## src/rtl/det_job_scheduler_if.sv

```systemverilog
`default_nettype none
// ------------------------------------------------------------------
// det_job_scheduler_if: job request and result handshakes of the scheduler
// rev 1.0
// ------------------------------------------------------------------
interface det_job_scheduler_if #(
  parameter int AW = 4,
  parameter int DW = 16
);
  logic          job_valid;
  logic [AW-1:0] job_addr;
  logic          job_ready;
  logic          result_valid;
  logic [DW-1:0] result_data;
  logic [AW-1:0] result_addr;
  logic          result_ready;

  // master: requester/consumer side; slave: the scheduler
  modport master (
    output job_valid, job_addr, result_ready,
    input  job_ready, result_valid, result_data, result_addr
  );

  modport slave (
    input  job_valid, job_addr, result_ready,
    output job_ready, result_valid, result_data, result_addr
  );
endinterface
`default_nettype wire

```

## src/rtl/det_job_scheduler.sv

```systemverilog
`default_nettype none
// ------------------------------------------------------------------
// det_job_scheduler: queued job sequencer for the 2x2 determinant datapath
// rev 1.0
// ------------------------------------------------------------------
module det_job_scheduler #(
  parameter int DEPTH = 4,
  parameter int AW    = 4,
  parameter int DW    = 16
) (
  input  logic            clk,
  input  logic            rst,
  det_job_scheduler_if.slave bus,
  output logic            counter_load,
  output logic            counter_enable,
  output logic [AW-1:0]   start_address,
  output logic            decoder_enable,
  output logic [1:0]      Radd,
  output logic            sel,
  input  logic [DW-1:0]   det_in,
  output logic            busy,
  output logic [7:0]      jobs_done
);

  localparam int PW = $clog2(DEPTH);
  localparam logic [PW:0] FULL = (PW+1)'(DEPTH);

  typedef enum logic [3:0] {
    S_IDLE   = 4'd0,
    S_LOAD   = 4'd1,
    S_RD0    = 4'd2,
    S_RD1    = 4'd3,
    S_RD2    = 4'd4,
    S_RD3    = 4'd5,
    S_MUL_AD = 4'd6,
    S_MUL_BC = 4'd7,
    S_CAPT   = 4'd8
  } state_t;

  state_t        state, state_next;
  logic [AW-1:0] fifo_mem [DEPTH];
  logic [PW-1:0] wr_ptr, rd_ptr;
  logic [PW:0]   count, count_next;
  logic          job_rdy;
  logic          push, pop;
  logic          fifo_nonempty;
  logic          capture;
  logic [AW-1:0] cur_addr;
  logic          res_valid;
  logic [DW-1:0] res_data;
  logic [AW-1:0] res_addr;

  assign push          = bus.job_valid & job_rdy;
  assign fifo_nonempty = (count != '0);
  assign capture       = (state == S_CAPT) & (~res_valid | bus.result_ready);

  assign bus.job_ready    = job_rdy;
  assign bus.result_valid = res_valid;
  assign bus.result_data  = res_data;
  assign bus.result_addr  = res_addr;
  assign busy             = (state != S_IDLE);

  always_comb begin
    count_next = count;
    case ({push, pop})
      2'b10:   count_next = count + 1'b1;
      2'b01:   count_next = count - 1'b1;
      default: count_next = count;
    endcase
  end

  always_comb begin
    state_next     = state;
    pop            = 1'b0;
    counter_load   = 1'b0;
    counter_enable = 1'b0;
    start_address  = '0;
    decoder_enable = 1'b0;
    Radd           = 2'd0;
    sel            = 1'b0;
    case (state)
      S_IDLE: begin
        if (fifo_nonempty) begin
          state_next = S_LOAD;
          pop        = 1'b1;
        end
      end
      S_LOAD: begin
        counter_load  = 1'b1;
        start_address = cur_addr;
        state_next    = S_RD0;
      end
      S_RD0: begin
        decoder_enable = 1'b1;
        Radd           = 2'd0;
        counter_enable = 1'b1;
        state_next     = S_RD1;
      end
      S_RD1: begin
        decoder_enable = 1'b1;
        Radd           = 2'd1;
        counter_enable = 1'b1;
        state_next     = S_RD2;
      end
      S_RD2: begin
        decoder_enable = 1'b1;
        Radd           = 2'd2;
        counter_enable = 1'b1;
        state_next     = S_RD3;
      end
      // counter stays on addr+3 so D is the last word read
      S_RD3: begin
        decoder_enable = 1'b1;
        Radd           = 2'd3;
        state_next     = S_MUL_AD;
      end
      S_MUL_AD: state_next = S_MUL_BC;
      S_MUL_BC: begin
        sel        = 1'b1;
        state_next = S_CAPT;
      end
      S_CAPT: begin
        sel = 1'b1;
        if (capture) begin
          if (fifo_nonempty) begin
            state_next = S_LOAD;
            pop        = 1'b1;
          end else begin
            state_next = S_IDLE;
          end
        end
      end
      default: state_next = S_IDLE;
    endcase
  end

  always_ff @(posedge clk) begin
    if (push) fifo_mem[wr_ptr] <= bus.job_addr;
  end

  always_ff @(posedge clk) begin
    if (rst) begin
      state     <= S_IDLE;
      count     <= '0;
      wr_ptr    <= '0;
      rd_ptr    <= '0;
      job_rdy   <= 1'b0;
      cur_addr  <= '0;
      res_valid <= 1'b0;
      res_data  <= '0;
      res_addr  <= '0;
      jobs_done <= 8'd0;
    end else begin
      state   <= state_next;
      count   <= count_next;
      // ready follows occupancy only; a pop on a full FIFO does not reopen it this cycle
      job_rdy <= (count_next != FULL);
      if (push) wr_ptr <= wr_ptr + 1'b1;
      if (pop) begin
        rd_ptr   <= rd_ptr + 1'b1;
        cur_addr <= fifo_mem[rd_ptr];
      end
      if (capture) begin
        res_valid <= 1'b1;
        res_data  <= det_in;
        res_addr  <= cur_addr;
      end else if (bus.result_ready) begin
        res_valid <= 1'b0;
      end
      if (res_valid & bus.result_ready) jobs_done <= jobs_done + 8'd1;
    end
  end

endmodule
`default_nettype wire

```

## src/flat_wrapper.sv

```systemverilog
// flat-port wrapper written by rule: the top's interface ports become plain ports
module det_job_scheduler_flat 
#(
  parameter int DEPTH = 4,
  parameter int AW    = 4,
  parameter int DW    = 16
)
  (clk, rst, counter_load, counter_enable, start_address, decoder_enable, Radd, sel, det_in, busy, jobs_done, bus_job_valid, bus_job_addr, bus_result_ready, bus_job_ready, bus_result_valid, bus_result_data, bus_result_addr);
  det_job_scheduler_if #(.AW(AW), .DW(DW)) bus_i ();
  input  logic clk;
  input  logic rst;
  output logic counter_load;
  output logic counter_enable;
  output logic [AW-1:0] start_address;
  output logic decoder_enable;
  output logic [1:0] Radd;
  output logic sel;
  input  logic [DW-1:0] det_in;
  output logic busy;
  output logic [7:0] jobs_done;
  input wire logic [$bits(bus_i.job_valid)-1:0] bus_job_valid;
  input wire logic [$bits(bus_i.job_addr)-1:0] bus_job_addr;
  input wire logic [$bits(bus_i.result_ready)-1:0] bus_result_ready;
  output wire logic [$bits(bus_i.job_ready)-1:0] bus_job_ready;
  output wire logic [$bits(bus_i.result_valid)-1:0] bus_result_valid;
  output wire logic [$bits(bus_i.result_data)-1:0] bus_result_data;
  output wire logic [$bits(bus_i.result_addr)-1:0] bus_result_addr;
  assign bus_i.job_valid = bus_job_valid;
  assign bus_i.job_addr = bus_job_addr;
  assign bus_i.result_ready = bus_result_ready;
  assign bus_job_ready = bus_i.job_ready;
  assign bus_result_valid = bus_i.result_valid;
  assign bus_result_data = bus_i.result_data;
  assign bus_result_addr = bus_i.result_addr;
  det_job_scheduler #(.DEPTH(DEPTH), .AW(AW), .DW(DW)) u_core (.clk(clk), .rst(rst), .bus(bus_i), .counter_load(counter_load), .counter_enable(counter_enable), .start_address(start_address), .decoder_enable(decoder_enable), .Radd(Radd), .sel(sel), .det_in(det_in), .busy(busy), .jobs_done(jobs_done));
endmodule
```

## config.mk

```make
export PLATFORM = sky130hd
export DESIGN_NAME = det_job_scheduler_flat
export DESIGN_NICKNAME = d
export VERILOG_FILES = /design/src/rtl/det_job_scheduler_if.sv /design/src/rtl/det_job_scheduler.sv /design/src/flat_wrapper.sv
export SDC_FILE = /design/constraint.sdc
export NUM_CORES = 1
export LEC_CHECK = 0
export BUFFER_PORTS_ARGS = -buffer_cell sky130_fd_sc_hd__clkbuf_2
export CAP_MARGIN = 5
export CORE_UTILIZATION = 48
export CTS_CLUSTER_SIZE = 8
export DETAILED_ROUTE_END_ITERATION = 16
export GPL_ROUTABILITY_DRIVEN = 0
export PLACE_DENSITY = 0.75
export SYNTH_ARGS = -nofsm -noshare
export SYNTH_HDL_FRONTEND = slang
export SYNTH_SLANG_ARGS = --single-unit
```

## constraint.sdc

```tcl
create_clock -name clk -period 2.4 [get_ports clk]
set_input_delay 0.24 -clock clk [delete_from_list [all_inputs] [get_ports clk]]
set_output_delay 0.24 -clock clk [all_outputs]
set_load 0.03 [all_outputs]
```

-- Yosys cells after proc, flatten, opt, wreduce, memory -nomap -nowiden
Memory sizes are Yosys's and may differ from the RTL's. A register that Yosys moved wholly into a read port is not among the register bits.
Cells that the tools add are included.
- input port bits: 24
- register bits after elaboration: 41
- word-level logic and storage cells: 59
- memory bits (writable): 16
- memories kept: 1
- memories (name ; words ; bits a word ; read ports ; clocked after memory_dff ; write ports ; line ; text):
    u_core.fifo_mem ; 4 ; 4 ; 1 ; 1 ; 1 ; det_job_scheduler.sv:41 ; logic [AW-1:0] fifo_mem [DEPTH];
- bitwise logic cells: 5
- reduce and logical (&&, ||, !) cells: 8
- $add $sub $neg: 5
- multiplexer cells: 18
- equality and inequality tests: 13
- operator list (cell ; number):
    $pmux W4 S9 ; 1
    $eq A4 B3 Y1 const B ; 4
    $mux W4 ; 3
    $mux W1 ; 11
    $add A8 B1 Y8 const B ; 1
    $eq A4 B2 Y1 const B ; 2
    $pmux W2 S3 ; 1
    $pmux W3 S2 ; 1
    $add A2 B1 Y2 const B ; 2
    $eq A4 B1 Y1 const B ; 1
    $eq A4 B4 Y1 const B ; 1
    $logic_not A4 Y1 ; 1
    $ne A2 B1 Y1 const B ; 2
    $reduce_bool A4 Y1 ; 1
    $reduce_or A4 Y1 ; 1
    $add A3 B1 Y3 const B ; 1
    $and A1 B1 Y1 ; 3
    $ne A3 B3 Y1 const B ; 1
    $reduce_bool A3 Y1 ; 1
    $reduce_or A3 Y1 ; 1
    $sub A3 B1 Y3 const B ; 1
    $eq A2 B1 Y1 const B ; 1
    $eq A2 B2 Y1 const B ; 1
    $pmux W1 S2 ; 1
    other kinds (5) ; 5

-- Depth between registers and ports, before layout
- depth after elaboration: 8
- gate-level depth with buffers: 10
- depth with buffers taken out: 8

-- Worst setup path after synthesis
Ideal clock, no wire load.
- path kind: reg2reg
- start point: reg u_core.state[0]
- end point: reg u_core.job_rdy (netlist: u_core.bus.job_ready)
- stages on the path, launching flop included: 11
- data arrival time: 2518 ps
- data required time: 2278 ps
- path slack: -240 ps
- clock period less this slack: 2640 ps
- setup time: 122 ps
- cells stage by stage: dfxtp_1 > buf_6 > or3_1 > buf_2 > nor3_1 > ha_1 > inv_1 > fa_1 > xor2_1 > or3_1 > a311o_1
- longest elaborated chain between the ends: 7
- elaborated cells on any way between the ends: 9
- classes of those cells: eq/ne: 4; mux: 3; bitwise: 1; reduce/logical: 1
- ends and longest elaborated chain (element ; line ; text):
    from (decl) ; det_job_scheduler.sv:40 ; state_t state, state_next;
    from (signal assigned) ; det_job_scheduler.sv:154 ; state <= state_next;
    $eq A4 B4 Y1 ; det_job_scheduler.sv:55, det_job_scheduler.sv:81 ;
    $and A1 B1 Y1 ; det_job_scheduler.sv:55 ; assign capture = (state == S_CAPT) & (~res_valid | bus.result_ready);
    $mux W1 ; det_job_scheduler.sv:124 ; if (capture) begin
    $pmux W1 S2 * ; det_job_scheduler.sv:81 ; case (state)
    via u_core.pop ; det_job_scheduler.sv:45 ; logic push, pop;
    $eq A2 B1 Y1 / $eq A2 B2 Y1 (equally long branches) ; det_job_scheduler.sv:65 ; case ({push, pop})
    $pmux W3 S2 * ; det_job_scheduler.sv:65 ;
    $ne A3 B3 Y1 * ; det_job_scheduler.sv:157 ; job_rdy <= (count_next != FULL);
    to (signal assigned) ; det_job_scheduler.sv:157 ;
    to (decl) ; det_job_scheduler.sv:44 ; logic job_rdy;
The timed path passes the listed nets; every way through them passes the cells marked *.
A chain may end at the register's enable or synchronous reset.

-- Worst setup path in the final report
- start point: reg u_core.state[2]
- end point: reg u_core.job_rdy (netlist: u_core.bus.job_ready)
The elaborated chain is that of the path after synthesis.

==> flow_metrics.tcl <==
set metrics [dict create \
    synth.distinct_cells 43 \
    mostFrequentLayoutCells "sky130_fd_sc_hd__clkbuf_2, sky130_fd_sc_hd__dfxtp_1, sky130_fd_sc_hd__inv_1, sky130_fd_sc_hd__nand2_1" \
    status "completed" \
    deepest_level_of_the_cts_h_tree 3 \
    switching_share_pct 36.35 \
    cp_data_arrival_time_ns 2.59 \
    detail_route.first_pass.iterations 4 \
    grt_max_degree 42 \
    cts-root-to-sink-buffers 2 \
    holdCritPathClass "in2reg" \
    timing.slew.headroom_pct 56.28 \
    power_frac_seq_pct 37.8 \
    yosys_register_bits 61 \
    seq_area_frac_synth_pct 50.41 \
    worst-path-buf-inv 1 \
    antenna_found_initial 0 \
    path_cells "or3_4 > nor3_4 > ha_2 > inv_2 > fa_2 > xor2_1 > or3_1 > a311o_1" \
    syn-instance-count 265 \
    layout_commonest_cell "sky130_fd_sc_hd__clkbuf_2" \
    post_route_cells_drive_above_1_share_pct 36.58 \
    power_density_mw_per_mm2 1012 \
    timing.final.crit_share_pct 98.64 \
    static-leakage-power_nw 1.348 \
    post-layout-total-power_mw 3.424 \
    dpl-instance-area_mm2 0.003181 \
    routed-via-count 2235 \
    hold_slack_ns 0.1258 \
    postCtsHoldBufs 0 \
    netSwitchingPower_mw 1.245 \
    area.growth.synth_to_final_pct 23.47 \
    grt_remaining_overflow 0 \
    num_antenna_cells 0 \
    setup-tns-final_ns 0 \
    nNetsFinal 365 \
    postSynth.topFlopCell "sky130_fd_sc_hd__dfxtp_1" \
    die_x_um 77.56 \
    finalSetupViolations 0 \
    p_comb_share_pct 36.9 \
    grt_pass1_vias 2016 \
    grt_usage_pct 20.59 \
    die_area_mm2 0.006015 \
    ys_warn_count 0 \
    worstPathRequired_ns 2.62 \
    wire_length_of_the_first_global_routing_pass_um 9563 \
    mean_instance_size_in_the_synthesized_netlist_um2 10.34 \
    routedWlPerCell_um 14.15 \
    place.port_buffers 64 \
    path_delay_family "simple AND/OR/NAND/NOR gates" \
    clk_transition_reported_paths_ns 0.07 \
    critical_path_peak_fanout 2 \
    worstSetupStartpointType "flip-flop" \
    postLayoutCellArea_mm2 0.003383 \
    fill_cells 447 \
    place.detailed.hpwl_um 4048 \
    number_of_max_slew_violations_in_the_final_report 0 \
    crit_path_top_delay_cell "sky130_fd_sc_hd__or3_4" \
    floorplan.initialDensity_pct 49.76 \
    worst_slew_pin_slew_ns 0.6518 \
    share_clk_of_total_power_pct 25.3 \
    final_period_minus_worst_setup_slack_ns 2.367 \
    fin_skew_ns 0.006856 \
    intPower_mw 2.180 \
    post-route-drc-count 0 \
    clockRootBuffer "sky130_fd_sc_hd__clkbuf_8" \
    standard_cell_rows 27 \
    drt_wl_total_um 5815 \
    max-cap-violations 0 \
    synth.cell_area_mm2 0.002740 \
    setup.worst_path.class "reg2reg" \
    core-area_mm2 0.005507 \
    ant_nets 0 \
    clock_sinks 61 \
    postSynth.asyncResetShare_pct 0 \
    cpPeakStageDelay_ns 0.40 \
    number_of_flops_mapped_to_enable_cells_by_yosys 16 \
    mapped_nets 296 \
    report.final.hold_viol_count 0 \
    cts_inserted_buffers 9 \
    clock_latency_ns 0.34 \
    worst_ir_drop_vdd_v 0.0008418 \
    rrSetupSlack_ns 0.03 \
    critPathCaptureType "flip-flop" \
    fmax_mhz 422.4 \
    drc_violation_total_after_the_first_tritonroute_iteration 178 \
    io_pins 65 \
    post_drt_via_cell_ratio 5.438 \
    cts_tree "yes" \
    die_y_um 77.56 \
    grt_setup_unrepaired "yes" \
]
layout make-up:
class                           count  area (µm²)  area share [%]
Timing Repair Buffer               80       440.4           13.02
Clock inverter                      5       51.30           1.516
Clock buffer                       11       131.4           3.883
Sequential cell                    61        1384           40.90
Multi-Input combinational cell    159        1200           35.47
Tap cell                           72       90.09           2.663
Inverter                           23       86.33           2.552
worst register-to-register path, stage by stage (launching register included):
cell and delay (ns):
sky130_fd_sc_hd__dfxtp_2 0.32, sky130_fd_sc_hd__or3_4 0.40, sky130_fd_sc_hd__nor3_4 0.13, sky130_fd_sc_hd__ha_2 0.21, sky130_fd_sc_hd__inv_2 0.04, sky130_fd_sc_hd__fa_2 0.38, sky130_fd_sc_hd__xor2_1 0.16, sky130_fd_sc_hd__or3_1 0.33
sky130_fd_sc_hd__a311o_1 0.28
timing repair:
action | CTS | global route
endpoints found under the setup margin | 1 | 1
pin swaps | 4 | 1
resized for setup | 2 | 1
setup buffers | 1 | 0
metrics by stage:
step           setup WS [ns]  util [%]  cells
6_report             0.03264     61.44    411
5_1_grt             -0.06376     61.44    411
4_1_cts             -0.02307     61.42    411
3_5_place_dp        -0.02116     57.76    394
3_3_place_gp         0.04096     57.76    394
2_1_floorplan       -0.08111         -    265
power groups by stage:
stage	clock network (mW)	registers [mW]	logic, mW
4_1_cts	0.877	1.29	1.26
2_1_floorplan	0	1.28	0.922
5_1_grt	0.928	1.31	1.40
3_3_place_gp	0	1.31	1.18
6_report	0.866	1.30	1.26
3_5_place_dp	0	1.31	1.21
sequential cells by signal, indices dropped and copies added, names as in the netlist:
signal                   count
u_core.bus.job_ready         1
u_core.bus.result_addr       4
u_core.bus.result_data      16
u_core.bus.result_valid      1
u_core.count                 3
u_core.cur_addr              4
u_core.fifo_mem             16
u_core.jobs_done             8
u_core.rd_ptr                2
u_core.state                 4
u_core.wr_ptr                2
kinds of logic (layout without fill, tap and decap cells):
| kind of cell | count (synthesis) | in the layout | synth area share, % |
|---|---|---|---|
| AO/OA/AOI/OAI | 62 | 62 | 17.03 |
| XOR/XNOR | 8 | 8 | 2.557 |
| adder cells (fa/ha/maj) | 7 | 7 | 3.470 |
| buffers and inverters | 45 | 119 | 6.804 |
| flip-flops | 61 | 61 | 50.41 |
| multiplexers | 10 | 10 | 5.525 |
| AND/OR/NAND/NOR | 72 | 72 | 14.20 |
routing by layer:
layer  wire length, µm  track usage [%]
met1              2757            27.61
met2              2634            30.71
met3               321            4.706
met4               101            11.13
met5                 0                0
final timing paths:
path / to / cells after the start / from
max: u_core.bus.job_ready / 8 / u_core.state[2]
min reg2reg: u_core.bus.result_data[10] / 2 / u_core.bus.result_data[10]
min: u_core.fifo_mem[0][1] / 1 / bus_job_addr[1]
max reg2reg: u_core.bus.job_ready / 8 / u_core.state[2]
cells in the mapped netlist, drive strengths merged (2+ instances only):
master	n	area, µm²
nor2	9	33.78
a31o	16	140.1
a21oi	14	70.07
nand4	7	43.79
o21ai	3	15.01
buf	12	62.56
and2	5	31.28
mux2i	5	50.05
ha	6	75.07
edfxtp	16	480.5
or4	3	22.52
nor2b	2	12.51
mux4	4	90.09
nor3	5	30.03
nand2b	2	12.51
and3	5	31.28
nand3	5	25.02
or3	5	31.28
o31ai	8	60.06
clkbuf	10	37.54
dfxtp	45	900.9
xnor2	3	26.28
xor2	5	43.79
inv	22	82.58
a311oi	16	140.1
nand2	18	67.56
No activity file was read; power rests on OpenSTA's default activity.
